$ cat config.mk
export PLATFORM = sky130hd
export DESIGN_NAME = tone_event_encoder
export DESIGN_NICKNAME = d
export VERILOG_FILES = /design/src/rtl/tone_event_encoder.sv
export SDC_FILE = /design/constraint.sdc
export NUM_CORES = 1
export LEC_CHECK = 0
export ABC_CLOCK_PERIOD_IN_PS = 4600
export BUFFER_PORTS_ARGS = -buffer_cell sky130_fd_sc_hd__buf_4
export CAP_MARGIN = 10
export CORE_MARGIN = 4
export CORE_UTILIZATION = 56
export CTS_CLUSTER_SIZE = 28
export DETAILED_ROUTE_END_ITERATION = 7
export PLACE_DENSITY = 0.88
export SLEW_MARGIN = 40
export SYNTH_ARGS = -nofsm -noshare
export SYNTH_HDL_FRONTEND = slang
export SYNTH_SLANG_ARGS = --single-unit
export TNS_END_PERCENT = 5
$ cat constraint.sdc
create_clock -name clk -period 4.6 [get_ports clk]
set_input_delay 0.69 -clock clk [delete_from_list [all_inputs] [get_ports clk]]
set_output_delay 0.69 -clock clk [all_outputs]
set_load 0.05 [all_outputs]
$ cat src/rtl/tone_event_encoder.sv
// ============================================================================
// tone_event_encoder : N-of-WIN vote with hysteresis on two tone-hit flags,
//                      one-byte change events over a one-entry valid/ready hold.
// Revision 1.0
// ============================================================================
`default_nettype none

module tone_event_encoder #(
  parameter int WIN    = 8,
  parameter int ON_TH  = 6,
  parameter int OFF_TH = 2
) (
  input  logic       clk,
  input  logic       rst_in,
  input  logic [7:0] value,
  input  logic       stb,
  output logic       tone3,
  output logic       tone4,
  output logic [7:0] evt_data,
  output logic       evt_valid,
  input  logic       evt_ready,
  output logic       overflow,
  output logic [7:0] drop_cnt
);

  localparam int CW = $clog2(WIN + 1);

  logic [WIN-1:0] h3;
  logic [WIN-1:0] h4;
  logic           stb_d;
  logic [3:0]     win_cnt;

  logic [CW-1:0]  c3;
  logic [CW-1:0]  c4;
  logic           t3_n;
  logic           t4_n;
  logic           new_evt;
  logic [3:0]     dur;
  logic [7:0]     evt_next;
  logic           unused_bits;

  assign unused_bits = ^{value[7:5], value[2:0]};

  always_comb begin
    c3 = '0;
    c4 = '0;
    for (int i = 0; i < WIN; i++) begin
      c3 = c3 + CW'(h3[i]);
      c4 = c4 + CW'(h4[i]);
    end
  end

  // Hysteresis: the on and off thresholds only apply from the opposite state.
  always_comb begin
    t3_n = tone3;
    t4_n = tone4;
    if (!tone3 && c3 >= CW'(ON_TH))       t3_n = 1'b1;
    else if (tone3 && c3 <= CW'(OFF_TH))  t3_n = 1'b0;
    if (!tone4 && c4 >= CW'(ON_TH))       t4_n = 1'b1;
    else if (tone4 && c4 <= CW'(OFF_TH))  t4_n = 1'b0;
  end

  assign new_evt  = stb_d && ((t3_n != tone3) || (t4_n != tone4));
  assign dur      = (win_cnt == 4'hF) ? 4'hF : win_cnt + 4'd1;
  assign evt_next = {2'b10, t4_n, t3_n, dur};

  always_ff @(posedge clk) begin
    if (rst_in) begin
      h3        <= '0;
      h4        <= '0;
      stb_d     <= 1'b0;
      win_cnt   <= 4'd0;
      tone3     <= 1'b0;
      tone4     <= 1'b0;
      evt_data  <= 8'd0;
      evt_valid <= 1'b0;
      overflow  <= 1'b0;
      drop_cnt  <= 8'd0;
    end else begin
      stb_d <= stb;
      if (stb) begin
        h3 <= {h3[WIN-2:0], value[3]};
        h4 <= {h4[WIN-2:0], value[4]};
      end
      if (stb_d) begin
        tone3   <= t3_n;
        tone4   <= t4_n;
        win_cnt <= new_evt ? 4'd0 : dur;
      end
      // A consumer handshake on the same edge frees the slot for the new event.
      if (new_evt) begin
        if (!evt_valid || evt_ready) begin
          evt_data  <= evt_next;
          evt_valid <= 1'b1;
        end else begin
          overflow <= 1'b1;
          if (drop_cnt != 8'hFF) drop_cnt <= drop_cnt + 8'd1;
        end
      end else if (evt_valid && evt_ready) begin
        evt_valid <= 1'b0;
      end
    end
  end

endmodule

`default_nettype wire
==> results of run 1 <==
-- cell usage after synthesis, types with 2 or more instances --
| cell type | count | area [µm²] |
|---|---|---|
| inv_1 | 22 | 82.6 |
| nor3_1 | 2 | 10.0 |
| a31oi_1 | 5 | 31.3 |
| nand2_1 | 9 | 33.8 |
| ha_1 | 8 | 100 |
| fa_1 | 8 | 160 |
| clkbuf_1 | 5 | 18.8 |
| nand2b_1 | 3 | 18.8 |
| o32ai_1 | 2 | 17.5 |
| nor2_1 | 39 | 146 |
| nor2b_1 | 2 | 12.5 |
| or4_1 | 3 | 22.5 |
| clkbuf_8 | 3 | 41.3 |
| dfxtp_1 | 40 | 801 |
| a211oi_1 | 9 | 67.6 |
| o31ai_1 | 2 | 15.0 |
| a21oi_1 | 10 | 50.1 |
| nand3_1 | 3 | 15.0 |
| nand3b_1 | 2 | 15.0 |
| mux2i_1 | 21 | 210 |
-- layer usage --
metal / vias up / wire length (µm)
met2: 34 / 1910
li1: 813 / -
met4: 0 / 89
met1: 765 / 1680
met5: - / 0
met3: 16 / 163
-- per-stage QoR --
| stage | cells | setup slack (ns) |
|---|---|---|
| floorplan | 224 | 0.648 |
| global placement | 286 | 0.521 |
| detailed placement | 286 | 0.376 |
| CTS | 293 | 0.377 |
| global route | 293 | 0.159 |
| finish | 293 | 0.359 |
-- registers in the layout, indices dropped and copies added, names as in the netlist --
name,cells
tone3,1
overflow,1
evt_valid,1
drop_cnt,8
win_cnt,4
tone4,1
h4,8
evt_data,7
stb_d,1
h3,8
-- power breakdown --
group | switching, mW | internal, mW
registers | 0.00848 | 0.354
clock network | 0.112 | 0.103
logic | 0.0397 | 0.0239
total | 0.160 | 0.480
-- worst min-delay path, stage by stage, from the launching register on --
cell     delay [ns]
dfxtp_1        0.31
inv_1          0.05
a21oi_1        0.05
-- cells by family (layout without fill, tap and decap cells) --
group           after synthesis  count (layout)  synth area share
mux                          22              22             0.107
flops                        40              40             0.386
fa+ha+maj                    16              16             0.125
buf+inv                      32              55            0.0747
compound gates               41              41             0.143
other cells                   1               1           0.00181
simple gates                 71              71             0.159
xor+xnor                      1               1           0.00422
-- final cells by class --
type,instances,area [µm²],share of cell area
tap,46,57.6,0.0247
clock inverter,1,5.00,0.00214
clock buffer,6,72.6,0.0311
sequential,40,801,0.343
inverter,22,82.6,0.0354
timing repair buffer,26,195,0.0836
multi-input combinational,152,1120,0.480
-- path summary, 6_finish.rpt --
| check | start | end | slack, ns | cells after the start |
|---|---|---|---|---|
| worst max-delay path | h4[0] | drop_cnt[6] | 0.36 | 13 |
| worst min register to register | overflow | overflow | 0.45 | 2 |
| worst max register to register | h4[0] | drop_cnt[6] | 0.36 | 13 |
| worst min-delay path | overflow | overflow | 0.45 | 2 |
==> results.py, run 1 <==
metrics = {
    "outcome": {
        "outcome": "complete, no violations",
    },
    "cts": {
        "cts_resized": 0,
        "clkSlewWorstSetupHoldPaths_ns": 0.07,
        "post_cts_hold_buffer_count": 0,
        "tritoncts": "built",
        "cts.path.max_buffers": 2,
        "cts_made_buffers": 5,
        "postCtsSetupRepairBufs": 0,
        "htree_levels": 2,
        "clockRootBuffer": "clkbuf_8",
        "clock_latency_ns": 0.29,
        "clkSinkCount": 40,
    },
    "critical_path": {
        "worst_ep_arrival_time_ns": 4.46,
        "timing.critical_path.max_delay_family": "adder cells",
        "timing.critical_path.buf_inv": 2,
        "critical-path-slowest-cell": "or4_1",
        "required_ns": 4.82,
        "criticalPathCategory": "flop to flop",
        "cp_common_cell": "fa_1",
        "max_stage_delay_ns": 0.55,
        "crit_path_max_fanout": 13,
        "worstSetupEndpointType": "flop",
        "cell_breakdown_of_the_critical_path": "fa_1 > inv_1 > fa_1 > fa_1 > inv_1 > ha_1 > fa_1 > xnor2_1 > o2111ai_1 > o21a_2 > a21bo_1 > or4_1 > a21oi_1",
        "crit_path_start_kind": "flop",
    },
    "power_and_ir_drop": {
        "finalPower_mw": 0.641,
        "peakVddDrop_uv": 192,
        "p_per_area_nw_per_um2": 275,
        "pleak_nw": 0.990,
    },
    "floorplanning": {
        "dieArea_um2": 4740,
        "core_um2": 3470,
        "boundaryPins": 32,
        "chipWidth_um": 68.9,
        "floorplan.die.height_um": 68.9,
        "starting_utilization_of_the_core_area": 0.598,
        "floorplan.rows": 21,
    },
    "drt": {
        "wl_per_cell_um": 13.1,
        "1st_pass_router_iterations": 4,
        "wirelength_um": 3840,
        "initialDrtViolationCount": 125,
        "post-route-drc-count": 0,
        "vias_per_cell": 5.56,
        "ant_nets": 0,
        "via_count": 1628,
    },
    "logic_synthesis": {
        "synth_area_per_cell_um2": 9.27,
        "postSynthRegisterBits": 40,
        "synth-main-ff-cell": "dfxtp_1",
        "synth-edff-count": 0,
        "ys_seq_area_frac": 0.386,
        "synth.distinct_cells": 46,
        "asyncSetResetFlopFracSynth": 0,
        "mappedNetlistArea_um2": 2080,
        "synthesis.nets": 252,
        "netlist_instances": 224,
        "yosysWarnings": 0,
    },
    "grt": {
        "grt.met2_usage": 0.300,
        "antenna_found_initial": 0,
        "aggregate_global_routing_overflow": 0,
        "vias_in_the_first_global_route": 1432,
        "met3_usage": 0.0583,
        "global_route.peak_usage_layer": "met2",
        "global_route_wire_length_before_repair_um": 6350,
        "grt_util_met1": 0.226,
        "grt.total_usage": 0.182,
        "largest_net_degree_at_the_start_of_global_routing": 40,
    },
    "place": {
        "port_buffers": 24,
        "gpl.final_weighted_congestion": 0.797,
        "dp.final_hpwl_um": 2780,
        "placedInstanceArea_um2": 2260,
    },
    "layout": {
        "drive_above_1_share": 0.166,
        "postLayoutCellArea_um2": 2330,
        "finalNetCount": 275,
        "num-fill-cells": 291,
        "insertedDiodeCount": 0,
        "layout.cells.most_common_list": "dfxtp_1 (40), nor2_1 (39), buf_4 (26)",
        "layout.cells.most_common": "dfxtp_1",
        "syn2layout_area_growth_pct": 12.4,
        "fin_util": 0.673,
    },
    "sta": {
        "hold_ws_ns": 0.446,
        "maxSlewViolCount": 0,
        "min_period_over_period": 0.922,
        "maxSlewHeadroom": 0.660,
        "period_minus_slack_ns": 4.24,
        "report.final.setup_viol": 0,
        "grt_setup_unrepaired": "no",
        "fin_skew_ns": 0.00747,
        "tightest_slew_ns": 0.509,
        "timing.fmax_mhz": 236,
        "fin_setup_tns_ns": 0,
        "hold_viol_final": 0,
    },
    "flow_run": {
        "maxCapViolCount": 0,
    },
    "hold_path": {
        "hold_path.class": "flop to flop",
    },
}
Power figures use the tool's default switching activity.
==> run 2, diff against run 1 <==
ABC_CLOCK_PERIOD_IN_PS = 4990   (was 4600)
CORE_UTILIZATION = 60   (was 56)
PLACE_DENSITY = 0.93   (was 0.88)
clock period = 4.99 ns   (was 4.6 ns; I/O delays follow)
==> run 2 against run 1 <==
Effect of this change: clock skew rose by 0.0093 ns; largest cell class unchanged; first-iteration DRC count fell by 34%; clock power barely moved; non-clock buffer count fell by 1; highest routed layer unchanged; flip-flop and latch count did not move; final area fell by 0.21%; sequential share of layout area rose by 0.074 points; combinational power fell by 9.6%.
==> results.py, run 2 (same netlist as run 1, synthesis figures left out) <==
metrics = {
    "outcome": {
        "outcome": "complete, no violations",
    },
    "floorplanning": {
        "dieArea_um2": 4460,
        "core_um2": 3340,
        "floorplan.rows": 21,
        "starting_utilization_of_the_core_area": 0.622,
        "floorplan.die.height_um": 66.8,
        "chipWidth_um": 66.8,
        "boundaryPins": 32,
    },
    "layout": {
        "syn2layout_area_growth_pct": 12.2,
        "layout.cells.most_common": "dfxtp_1",
        "drive_above_1_share": 0.170,
        "insertedDiodeCount": 0,
        "multiInputGateArea_um2": 1120,
        "layout.cells.most_common_list": "dfxtp_1 (40), nor2_1 (39), buf_4 (25)",
        "postLayoutCellArea_um2": 2330,
        "seq_area_um2": 801,
        "layout_top_registers": "drop_cnt: 8 flops, h3: 8 flops, h4: 8 flops",
        "finalNetCount": 274,
        "num-fill-cells": 273,
    },
    "cts": {
        "post_cts_hold_buffer_count": 0,
        "tritoncts": "built",
        "clkSlewWorstSetupHoldPaths_ns": 0.13,
        "cts.path.max_buffers": 2,
        "clockRootBuffer": "clkbuf_4",
        "cts_resized": 0,
        "clkSinkCount": 40,
        "htree_levels": 2,
        "cts_made_buffers": 5,
        "postCtsSetupRepairBufs": 0,
        "clock_latency_ns": 0.36,
    },
    "sta": {
        "report.final.setup_viol": 0,
        "hold_viol_final": 0,
        "period_minus_slack_ns": 4.20,
        "post-route-worst-setup-slack_ns": 0.795,
        "timing.fmax_mhz": 238,
        "tightest_slew_ns": 0.522,
        "fin_setup_tns_ns": 0,
        "min_period_over_period": 0.841,
        "maxSlewHeadroom": 0.651,
        "fin_skew_ns": 0.0167,
        "grt_setup_unrepaired": "no",
        "maxSlewViolCount": 0,
    },
    "drt": {
        "via_count": 1583,
        "initialDrtViolationCount": 82,
        "wirelength_um": 3660,
        "ant_nets": 0,
        "post-route-drc-count": 0,
        "vias_per_cell": 5.40,
        "1st_pass_router_iterations": 4,
        "wl_per_cell_um": 12.5,
    },
    "power_and_ir_drop": {
        "pwr-share-clk": 0.354,
        "peakVddDrop_uv": 183,
        "switching_power_mw": 0.153,
        "p_sw_frac": 0.253,
        "p_per_area_nw_per_um2": 260,
        "combinationalPowerShare": 0.095,
        "p_int_mw": 0.452,
        "pwr-share-seq": 0.551,
        "pleak_nw": 0.984,
    },
    "critical_path": {
        "criticalPathCategory": "flop to flop",
        "max_stage_delay_ns": 0.54,
        "critical-path-slowest-cell": "fa_1",
        "crit_path_max_fanout": 6,
        "worstSetupEndpointType": "flop",
        "cell_count_along_the_critical_path": 14,
        "worst_ep_arrival_time_ns": 4.46,
        "timing.critical_path.buf_inv": 3,
        "r2r_cells": 14,
        "timing.critical_path.max_delay_family": "adder cells",
        "cell_breakdown_of_the_critical_path": "fa_1 > inv_1 > fa_1 > fa_1 > inv_1 > ha_1 > fa_1 > xnor2_1 > o2111ai_1 > o21a_2 > a211oi_2 > buf_4 > mux2i_1 > nor2_1",
        "required_ns": 5.25,
        "r2r_setup_slack_ns": 0.79,
        "cp_common_cell": "fa_1",
        "crit_path_start_kind": "flop",
    },
    "grt": {
        "grt.total_usage": 0.186,
        "aggregate_global_routing_overflow": 0,
        "vias_in_the_first_global_route": 1423,
        "global_route_wire_length_before_repair_um": 6160,
        "antenna_found_initial": 0,
        "largest_net_degree_at_the_start_of_global_routing": 40,
    },
    "flow_run": {
        "maxCapViolCount": 0,
    },
    "place": {
        "gpl.final_weighted_congestion": 0.812,
        "dp.final_hpwl_um": 2670,
        "placedInstanceArea_um2": 2250,
        "port_buffers": 24,
        "place_ws_ns": 0.780,
    },
    "hold_path": {
        "hold_path.class": "flop to flop",
        "hold_depth": 2,
    },
}
## run 2: cell count changes in the layout (fill, tap and decap cells not counted), sizes merged
cell	delta
clkbuf	-1
buf	-1
bufinv	+1
clkinvlp	+1
## run 2: cell type report
class,instances,area share
Timing Repair Buffer,25,0.0806
Clock buffer,5,0.0161
Sequential cell,40,0.344
Clock inverter,3,0.0183
Multi-Input combinational cell,152,0.481
Inverter,22,0.0355
Tap cell,46,0.0247
## run 2: through the flow
stage / power, mW / util / instances / hold WS, ns
3_3_place_gp: 0.397 / 0.674 / 285 / 0.434
5_1_grt: 0.631 / 0.698 / 293 / 0.476
2_1_floorplan: 0.386 / - / 224 / 0.460
3_5_place_dp: 0.399 / 0.674 / 285 / 0.444
6_report: 0.605 / 0.698 / 293 / 0.457
4_1_cts: 0.612 / 0.698 / 293 / 0.460
## run 2: final timing paths
| path | start | endpoint |
|---|---|---|
| max | h4[0] | evt_data[2] |
| min | overflow | overflow |
| max reg2reg | h4[0] | evt_data[2] |
| min reg2reg | overflow | overflow |
## run 2: layer usage
layer	GRT usage	vias to the layer above	wire [µm]
met4	0.122	0	84
met5	0	-	0
met3	0.0455	8	187
li1	-	813	-
met2	0.291	31	1750
met1	0.224	731	1640
## run 2: worst register-to-register path, stage by stage, from the launching register on
cell and delay [ns]:
dfxtp_1 0.36, fa_1 0.54, inv_1 0.05, fa_1 0.45
fa_1 0.49, inv_1 0.04, ha_1 0.19, fa_1 0.40
xnor2_1 0.24, o2111ai_1 0.18, o21a_2 0.17, a211oi_2 0.49
buf_4 0.25, mux2i_1 0.19, nor2_1 0.05
## run 2: power groups by stage
stage / combinational (mW) / clock, mW / sequential (mW)
global placement: 0.0563 / 0 / 0.340
detailed placement: 0.0578 / 0 / 0.341
global route: 0.0635 / 0.232 / 0.335
CTS: 0.0579 / 0.220 / 0.334
floorplan: 0.0367 / 0 / 0.349
finish: 0.0575 / 0.214 / 0.334
